==> src/rtl/testchain_bist_if.sv <==
// Control/status bundle for the flop/inverter test-chain monitor.
// master drives stimulus controls; slave is the monitor itself.
interface testchain_bist_if #(
  parameter int CH   = 2,
  parameter int RUNW = 8,
  parameter int CW   = 8
);
  logic            start;
  logic [1:0]      mode;
  logic [RUNW-1:0] run_len;
  logic            din;
  logic            inj_err;
  logic [CH-1:0]   dout;
  logic            busy;
  logic            done;
  logic            fail;
  logic [CW-1:0]   err_cnt;
  logic [CH-1:0]   err_ch;

  modport master (
    output start, mode, run_len, din, inj_err,
    input  dout, busy, done, fail, err_cnt, err_ch
  );

  modport slave (
    input  start, mode, run_len, din, inj_err,
    output dout, busy, done, fail, err_cnt, err_ch
  );
endinterface

==> src/rtl/testchain_bist.sv <==
// Multi-channel flop/inverter test chain with built-in stimulus generator and checker.
// Each chain is N reset flops separated by D kept inverter pairs; outputs compared to a delayed reference.
module testchain_bist #(
  parameter int N    = 8,
  parameter int CH   = 2,
  parameter int D    = 1,
  parameter int RUNW = 8,
  parameter int CW   = 8
) (
  input  logic                  clk,
  input  logic                  rst_n,
  testchain_bist_if.slave       bus
);

  localparam int NW   = $clog2(N + 1);
  localparam int CNTW = (RUNW > NW) ? RUNW : NW;

  typedef enum logic [2:0] {
    S_IDLE,
    S_ARM,
    S_FILL,
    S_RUN,
    S_DONE
  } state_t;

  state_t              state;
  logic [CNTW-1:0]     cnt;
  logic [1:0]          mode_q;
  logic [RUNW-1:0]     len_q;
  logic [6:0]          lfsr;
  logic                tog;
  logic [N-1:0]        hist;
  logic [CW-1:0]       err_cnt;
  logic [CH-1:0]       err_ch;
  logic                busy_r;
  logic                done_r;
  logic                fail_r;

  logic [CH-1:0][N-1:0] chain_q;
  logic [CH-1:0][N-1:0] chain_d;

  logic                run;
  logic                active;
  logic                ring_run;
  logic                src;
  logic [CH-1:0]       inj;
  logic [CH-1:0]       mismatch;
  logic [CW-1:0]       err_nxt;

  // Source bit, per-channel injection and checker for the current cycle.
  always_comb begin
    run      = (state == S_RUN);
    active   = (state == S_FILL) || run;
    ring_run = run && (mode_q == 2'b11);
    src      = 1'b0;
    case (mode_q)
      2'b00:   src = bus.din;
      2'b01:   src = lfsr[6];
      2'b10:   src = ~tog;
      default: src = ring_run ? hist[N-1] : lfsr[6];
    endcase
    inj      = '0;
    mismatch = '0;
    for (int unsigned c = 0; c < CH; c++) begin
      if (active) begin
        inj[c] = ring_run ? chain_q[c][N-1] : (src ^ c[0]);
        if (c == 0) inj[c] = inj[c] ^ bus.inj_err;
      end
      mismatch[c] = run && (chain_q[c][N-1] != (hist[N-1] ^ c[0]));
    end
    err_nxt = err_cnt;
    if ((|mismatch) && (err_cnt != '1)) err_nxt = err_cnt + CW'(1);
  end

  for (genvar c = 0; c < CH; c++) begin : g_ch
    assign chain_d[c][0] = inj[c];
    assign bus.dout[c]   = chain_q[c][N-1];
    for (genvar s = 1; s < N; s++) begin : g_st
      for (genvar p = 0; p < D; p++) begin : g_pair
        (* keep = "true" *) logic inv_a;
        (* keep = "true" *) logic inv_b;
        if (p == 0) begin : g_head
          assign inv_a = ~chain_q[c][s-1];
        end else begin : g_link
          assign inv_a = ~g_pair[p-1].inv_b;
        end
        assign inv_b = ~inv_a;
      end
      assign chain_d[c][s] = g_pair[D-1].inv_b;
    end
  end

  // Chain flops are only cleared by reset; FILL flushes whatever they held.
  always_ff @(posedge clk or negedge rst_n) begin
    if (!rst_n) chain_q <= '0;
    else        chain_q <= chain_d;
  end

  // ARM absorbs the start edge so busy rises one cycle after acceptance.
  always_ff @(posedge clk or negedge rst_n) begin
    if (!rst_n) begin
      state   <= S_IDLE;
      cnt     <= '0;
      mode_q  <= '0;
      len_q   <= '0;
      lfsr    <= '0;
      tog     <= 1'b0;
      hist    <= '0;
      err_cnt <= '0;
      err_ch  <= '0;
      busy_r  <= 1'b0;
      done_r  <= 1'b0;
      fail_r  <= 1'b0;
    end else begin
      case (state)
        S_IDLE, S_DONE: begin
          if (bus.start) begin
            state   <= S_ARM;
            mode_q  <= bus.mode;
            len_q   <= bus.run_len;
            lfsr    <= 7'h01;
            tog     <= 1'b0;
            hist    <= '0;
            err_cnt <= '0;
            err_ch  <= '0;
            fail_r  <= 1'b0;
            done_r  <= 1'b0;
            cnt     <= '0;
          end
        end
        S_ARM: begin
          state  <= S_FILL;
          busy_r <= 1'b1;
          cnt    <= '0;
        end
        S_FILL: begin
          lfsr <= {lfsr[5:0], lfsr[6] ^ lfsr[5]};
          tog  <= src;
          hist <= {hist[N-2:0], src};
          if (cnt == CNTW'(N - 1)) begin
            cnt <= '0;
            if (len_q == '0) begin
              state  <= S_DONE;
              busy_r <= 1'b0;
              done_r <= 1'b1;
            end else begin
              state <= S_RUN;
            end
          end else begin
            cnt <= cnt + CNTW'(1);
          end
        end
        S_RUN: begin
          lfsr    <= {lfsr[5:0], lfsr[6] ^ lfsr[5]};
          tog     <= src;
          hist    <= {hist[N-2:0], src};
          err_cnt <= err_nxt;
          err_ch  <= err_ch | mismatch;
          fail_r  <= (err_nxt != '0);
          if ((cnt + CNTW'(1)) == CNTW'(len_q)) begin
            state  <= S_DONE;
            busy_r <= 1'b0;
            done_r <= 1'b1;
          end else begin
            cnt <= cnt + CNTW'(1);
          end
        end
        default: state <= S_IDLE;
      endcase
    end
  end

  assign bus.busy    = busy_r;
  assign bus.done    = done_r;
  assign bus.fail    = fail_r;
  assign bus.err_cnt = err_cnt;
  assign bus.err_ch  = err_ch;

endmodule
==> src/flat_wrapper.sv <==
// flat-port wrapper written by rule: the top's interface ports become plain ports
module testchain_bist_flat 
#(
  parameter int N    = 8,
  parameter int CH   = 2,
  parameter int D    = 1,
  parameter int RUNW = 8,
  parameter int CW   = 8
)
  (clk, rst_n, bus_start, bus_mode, bus_run_len, bus_din, bus_inj_err, bus_dout, bus_busy, bus_done, bus_fail, bus_err_cnt, bus_err_ch);
  testchain_bist_if #(.CH(CH), .RUNW(RUNW), .CW(CW)) bus_i ();
  input  logic clk;
  input  logic rst_n;
  input wire logic [$bits(bus_i.start)-1:0] bus_start;
  input wire logic [$bits(bus_i.mode)-1:0] bus_mode;
  input wire logic [$bits(bus_i.run_len)-1:0] bus_run_len;
  input wire logic [$bits(bus_i.din)-1:0] bus_din;
  input wire logic [$bits(bus_i.inj_err)-1:0] bus_inj_err;
  output wire logic [$bits(bus_i.dout)-1:0] bus_dout;
  output wire logic [$bits(bus_i.busy)-1:0] bus_busy;
  output wire logic [$bits(bus_i.done)-1:0] bus_done;
  output wire logic [$bits(bus_i.fail)-1:0] bus_fail;
  output wire logic [$bits(bus_i.err_cnt)-1:0] bus_err_cnt;
  output wire logic [$bits(bus_i.err_ch)-1:0] bus_err_ch;
  assign bus_i.start = bus_start;
  assign bus_i.mode = bus_mode;
  assign bus_i.run_len = bus_run_len;
  assign bus_i.din = bus_din;
  assign bus_i.inj_err = bus_inj_err;
  assign bus_dout = bus_i.dout;
  assign bus_busy = bus_i.busy;
  assign bus_done = bus_i.done;
  assign bus_fail = bus_i.fail;
  assign bus_err_cnt = bus_i.err_cnt;
  assign bus_err_ch = bus_i.err_ch;
  testchain_bist #(.N(N), .CH(CH), .D(D), .RUNW(RUNW), .CW(CW)) u_core (.clk(clk), .rst_n(rst_n), .bus(bus_i));
endmodule
==> config.mk <==
export PLATFORM = sky130hd
export DESIGN_NAME = testchain_bist_flat
export DESIGN_NICKNAME = d
export VERILOG_FILES = /design/src/rtl/testchain_bist_if.sv /design/src/rtl/testchain_bist.sv /design/src/flat_wrapper.sv
export SDC_FILE = /design/constraint.sdc
export NUM_CORES = 1
export LEC_CHECK = 0
export BUFFER_PORTS_ARGS = -buffer_cell sky130_fd_sc_hd__buf_4
export CAP_MARGIN = 40
export CORE_ASPECT_RATIO = 2
export CORE_MARGIN = 3
export CORE_UTILIZATION = 50
export CTS_BUF_LIST = sky130_fd_sc_hd__clkbuf_2
export CTS_CLUSTER_SIZE = 14
export DETAILED_ROUTE_END_ITERATION = 6
export GPL_TIMING_DRIVEN = 0
export PLACE_DENSITY_LB_ADDON = 0.12
export RECOVER_POWER = 100
export SLEW_MARGIN = 0
export SYNTH_ARGS = -nofsm -noshare
export SYNTH_HDL_FRONTEND = slang
export SYNTH_SLANG_ARGS = --single-unit
==> constraint.sdc <==
create_clock -name clk -period 3 [get_ports clk]
set_input_delay 0.6 -clock clk [delete_from_list [all_inputs] [get_ports clk]]
set_output_delay 0.6 -clock clk [all_outputs]
set_load 0.02 [all_outputs]
==> results.toml <==
[run_status]
status = "finished with violations"
failing_checks = "capacitance limit, slew limit"

[power_and_ir_drop]
power_leakage_nw = 1.58
power.sequential.fraction = 0.419
powerDensity_mw_per_mm2 = 986
combinationalPowerShare = 0.411
switching_share = 0.423
maximum_vdd_drop_uv = 535
switchingPower_w = 0.00149
power.share.clock = 0.170
internal_power_w = 0.00203

[worst_setup_path]
worst_path_max_delay_cell = "a2111oi_4"
arrival_ns = 3.07
critPathLaunchType = "flip-flop"
critical_path.cell_chain = "ha_1, clkbuf_1, nand3_1, nor3b_1, o2111ai_1, a2111oi_4, or4_1, nand3_1"
crit_start = "u_core.cnt[0]"
worst_path_most_repeated_cell = "nand3_1"
worst_path_largest_cell_delay_ns = 0.61
timing_worst_setup_path_type = "flip-flop to flip-flop"
critPathRequiredTime_ns = 3.43
setup.worst_path.end_class = "flip-flop"
reg2reg_from = "u_core.cnt[0]"
crit_path_max_fanout = 9

[sta]
final_max_slew_viol_count = 66
finalSetupTns_ns = 0
finalSetupViolations = 0
layout_worst_path_cycle_share = 0.881
slew_headroom = -0.0577
rsz0062_at_grt = "no"
tightestPinTransition_ns = 1.59
fmax_mhz = 378
number_of_failing_hold_endpoints_at_the_final_stage = 0
skew_ns = 0.0308
timing.final.crit_period_ns = 2.64

[clock_network]
cts_setup_buffers = 0
clock_tree.buffer_depth = 2
worst_skew_pair.late_latency_ns = 0.53
tritoncts = "yes"
clkSlewWorstSetupHoldPaths_ns = 0.19
postCtsHoldBufs = 0
postCtsResizedCells = 0
number_of_sinks_on_the_clock_net = 65
cts_buffers = 9
ctsRootBufferMaster = "clkbuf_2"
clock_tree.htree_level_count = 3

[detailed_routing]
drtAntennaViolNets = 0
avgViaCountPerCell = 5.49
route.detailed.drc = 0
detailedRoute.firstPassIterationCount = 4
avgRoutedWirePerCell_um = 15.1
initialDrtViolationCount = 159
drt_wl_total_um = 6920
via_count = 2509

[die]
ios = 30
initial_utilization = 0.521
core_mm2 = 0.00611
die_w_um = 62.4
floorplan.die.height_um = 119
num_rows = 40
design.die.area_mm2 = 0.00741

[global_route]
grt_start_max_net_pins = 66
grt_remaining_overflow = 0
global_route.usage.total = 0.203
grt_antenna_before_repair = 0
grt_pass1_wl_um = 11700
number_of_global_route_vias_before_repair = 2431

[final_layout]
layout_commonest_cell = "nand2_1"
post_route_cells_drive_above_1_share = 0.137
diodes_inserted = 0
fin_util = 0.586
layout.cells.most_common_list = "nand2_1 (78), dfrtp_1 (65), nor2_1 (26), clkbuf_1 (24), o21ai_0 (20)"
num-nets-final = 385
layout_overhead_on_the_synthesized_area_pct = 12.5
filler_cell_count = 583

[logic_synthesis]
syn_nets = 345
number_of_instances_in_the_synthesized_netlist = 328
synth.cell_area_mm2 = 0.00318
avgSynthCellArea_um2 = 9.70
synthesis.yosys.warnings = 0

[min_path]
worst_hold_class = "primary input to flip-flop"
min_from = "bus_run_len[5]"

[place]
finalWeightedCongestion = 0.883
detailedPlacementHpwl_um = 4900
io_buffers = 29

[flow_run]
drv.max_cap_violation_count = 1
## critical path, delay by kind of cell, from the launching register on
kind	cells	cell delay, ns
adders and majority gates	1	0.18
DFF	1	0.50
and+or+nand+nor	4	0.74
AOI/OAI and AO/OA	2	0.84
buffers and inverters	1	0.29
## worst paths after layout
kind | cells after the start | to | slack (ns)
max | 8 | u_core.cnt[3] | 0.36
min | 3 | u_core.len_q[5] | 0.24
max reg2reg | 8 | u_core.cnt[3] | 0.36
min reg2reg | 0 | u_core.bus.dout[0] | 0.36
max in group asynchronous | 1 | u_core.len_q[1] | 1.59
min in group asynchronous | 1 | u_core.bus.err_cnt[7] | 0.41
## power groups by stage
| stage | Clock (W) | Combinational (W) | Sequential, W |
|---|---|---|---|
| after CTS | 0.000622 | 0.00151 | 0.00149 |
| after detailed placement | 0 | 0.00151 | 0.00151 |
| after global routing | 0.000660 | 0.00164 | 0.00153 |
| after floorplan | 0 | 0.00103 | 0.00152 |
| final | 0.000598 | 0.00145 | 0.00148 |
| after global placement | 0 | 0.00148 | 0.00150 |
## area by class of cell
| class | count | area (um^2) | area share |
|---|---|---|---|
| Sequential cell | 65 | 1630 | 0.455 |
| Multi-Input combinational cell | 241 | 1440 | 0.403 |
| Timing Repair Buffer | 29 | 159 | 0.0444 |
| Tap cell | 84 | 105 | 0.0294 |
| Buffer | 16 | 90.1 | 0.0252 |
| Clock inverter | 6 | 82.6 | 0.0231 |
| Clock buffer | 10 | 50.0 | 0.0140 |
| Inverter | 6 | 22.5 | 0.00630 |
## stage by stage
stage	setup slack (ns)	total power [W]	cells	hold slack, ns	cell area, um^2
6_report	0.358	0.00353	457	0.239	3580
5_1_grt	0.127	0.00383	457	0.198	3580
4_1_cts	0.367	0.00362	457	0.111	3640
3_5_place_dp	0.398	0.00301	441	0.336	3500
3_3_place_gp	0.434	0.00298	441	0.335	3500
2_1_floorplan	0.777	0.00255	328	0.304	3180
## flip-flops by register name, summed over array words and instances (netlist names), 3 cells and up
register	count
u_core.bus.err_cnt	8
u_core.cnt	8
u_core.g_ch.g_st.g_pair.inv_b	14
u_core.hist	8
u_core.len_q	8
u_core.lfsr	7
u_core.state	3
## metal layers
metal	GRT usage	vias to the layer above	routed length, um
met5	0	-	0
met4	0.109	0	214
met3	0.0561	18	229
met2	0.328	54	3580
met1	0.244	1212	2900
li1	-	1225	-
(Power assumes the default switching activity.)
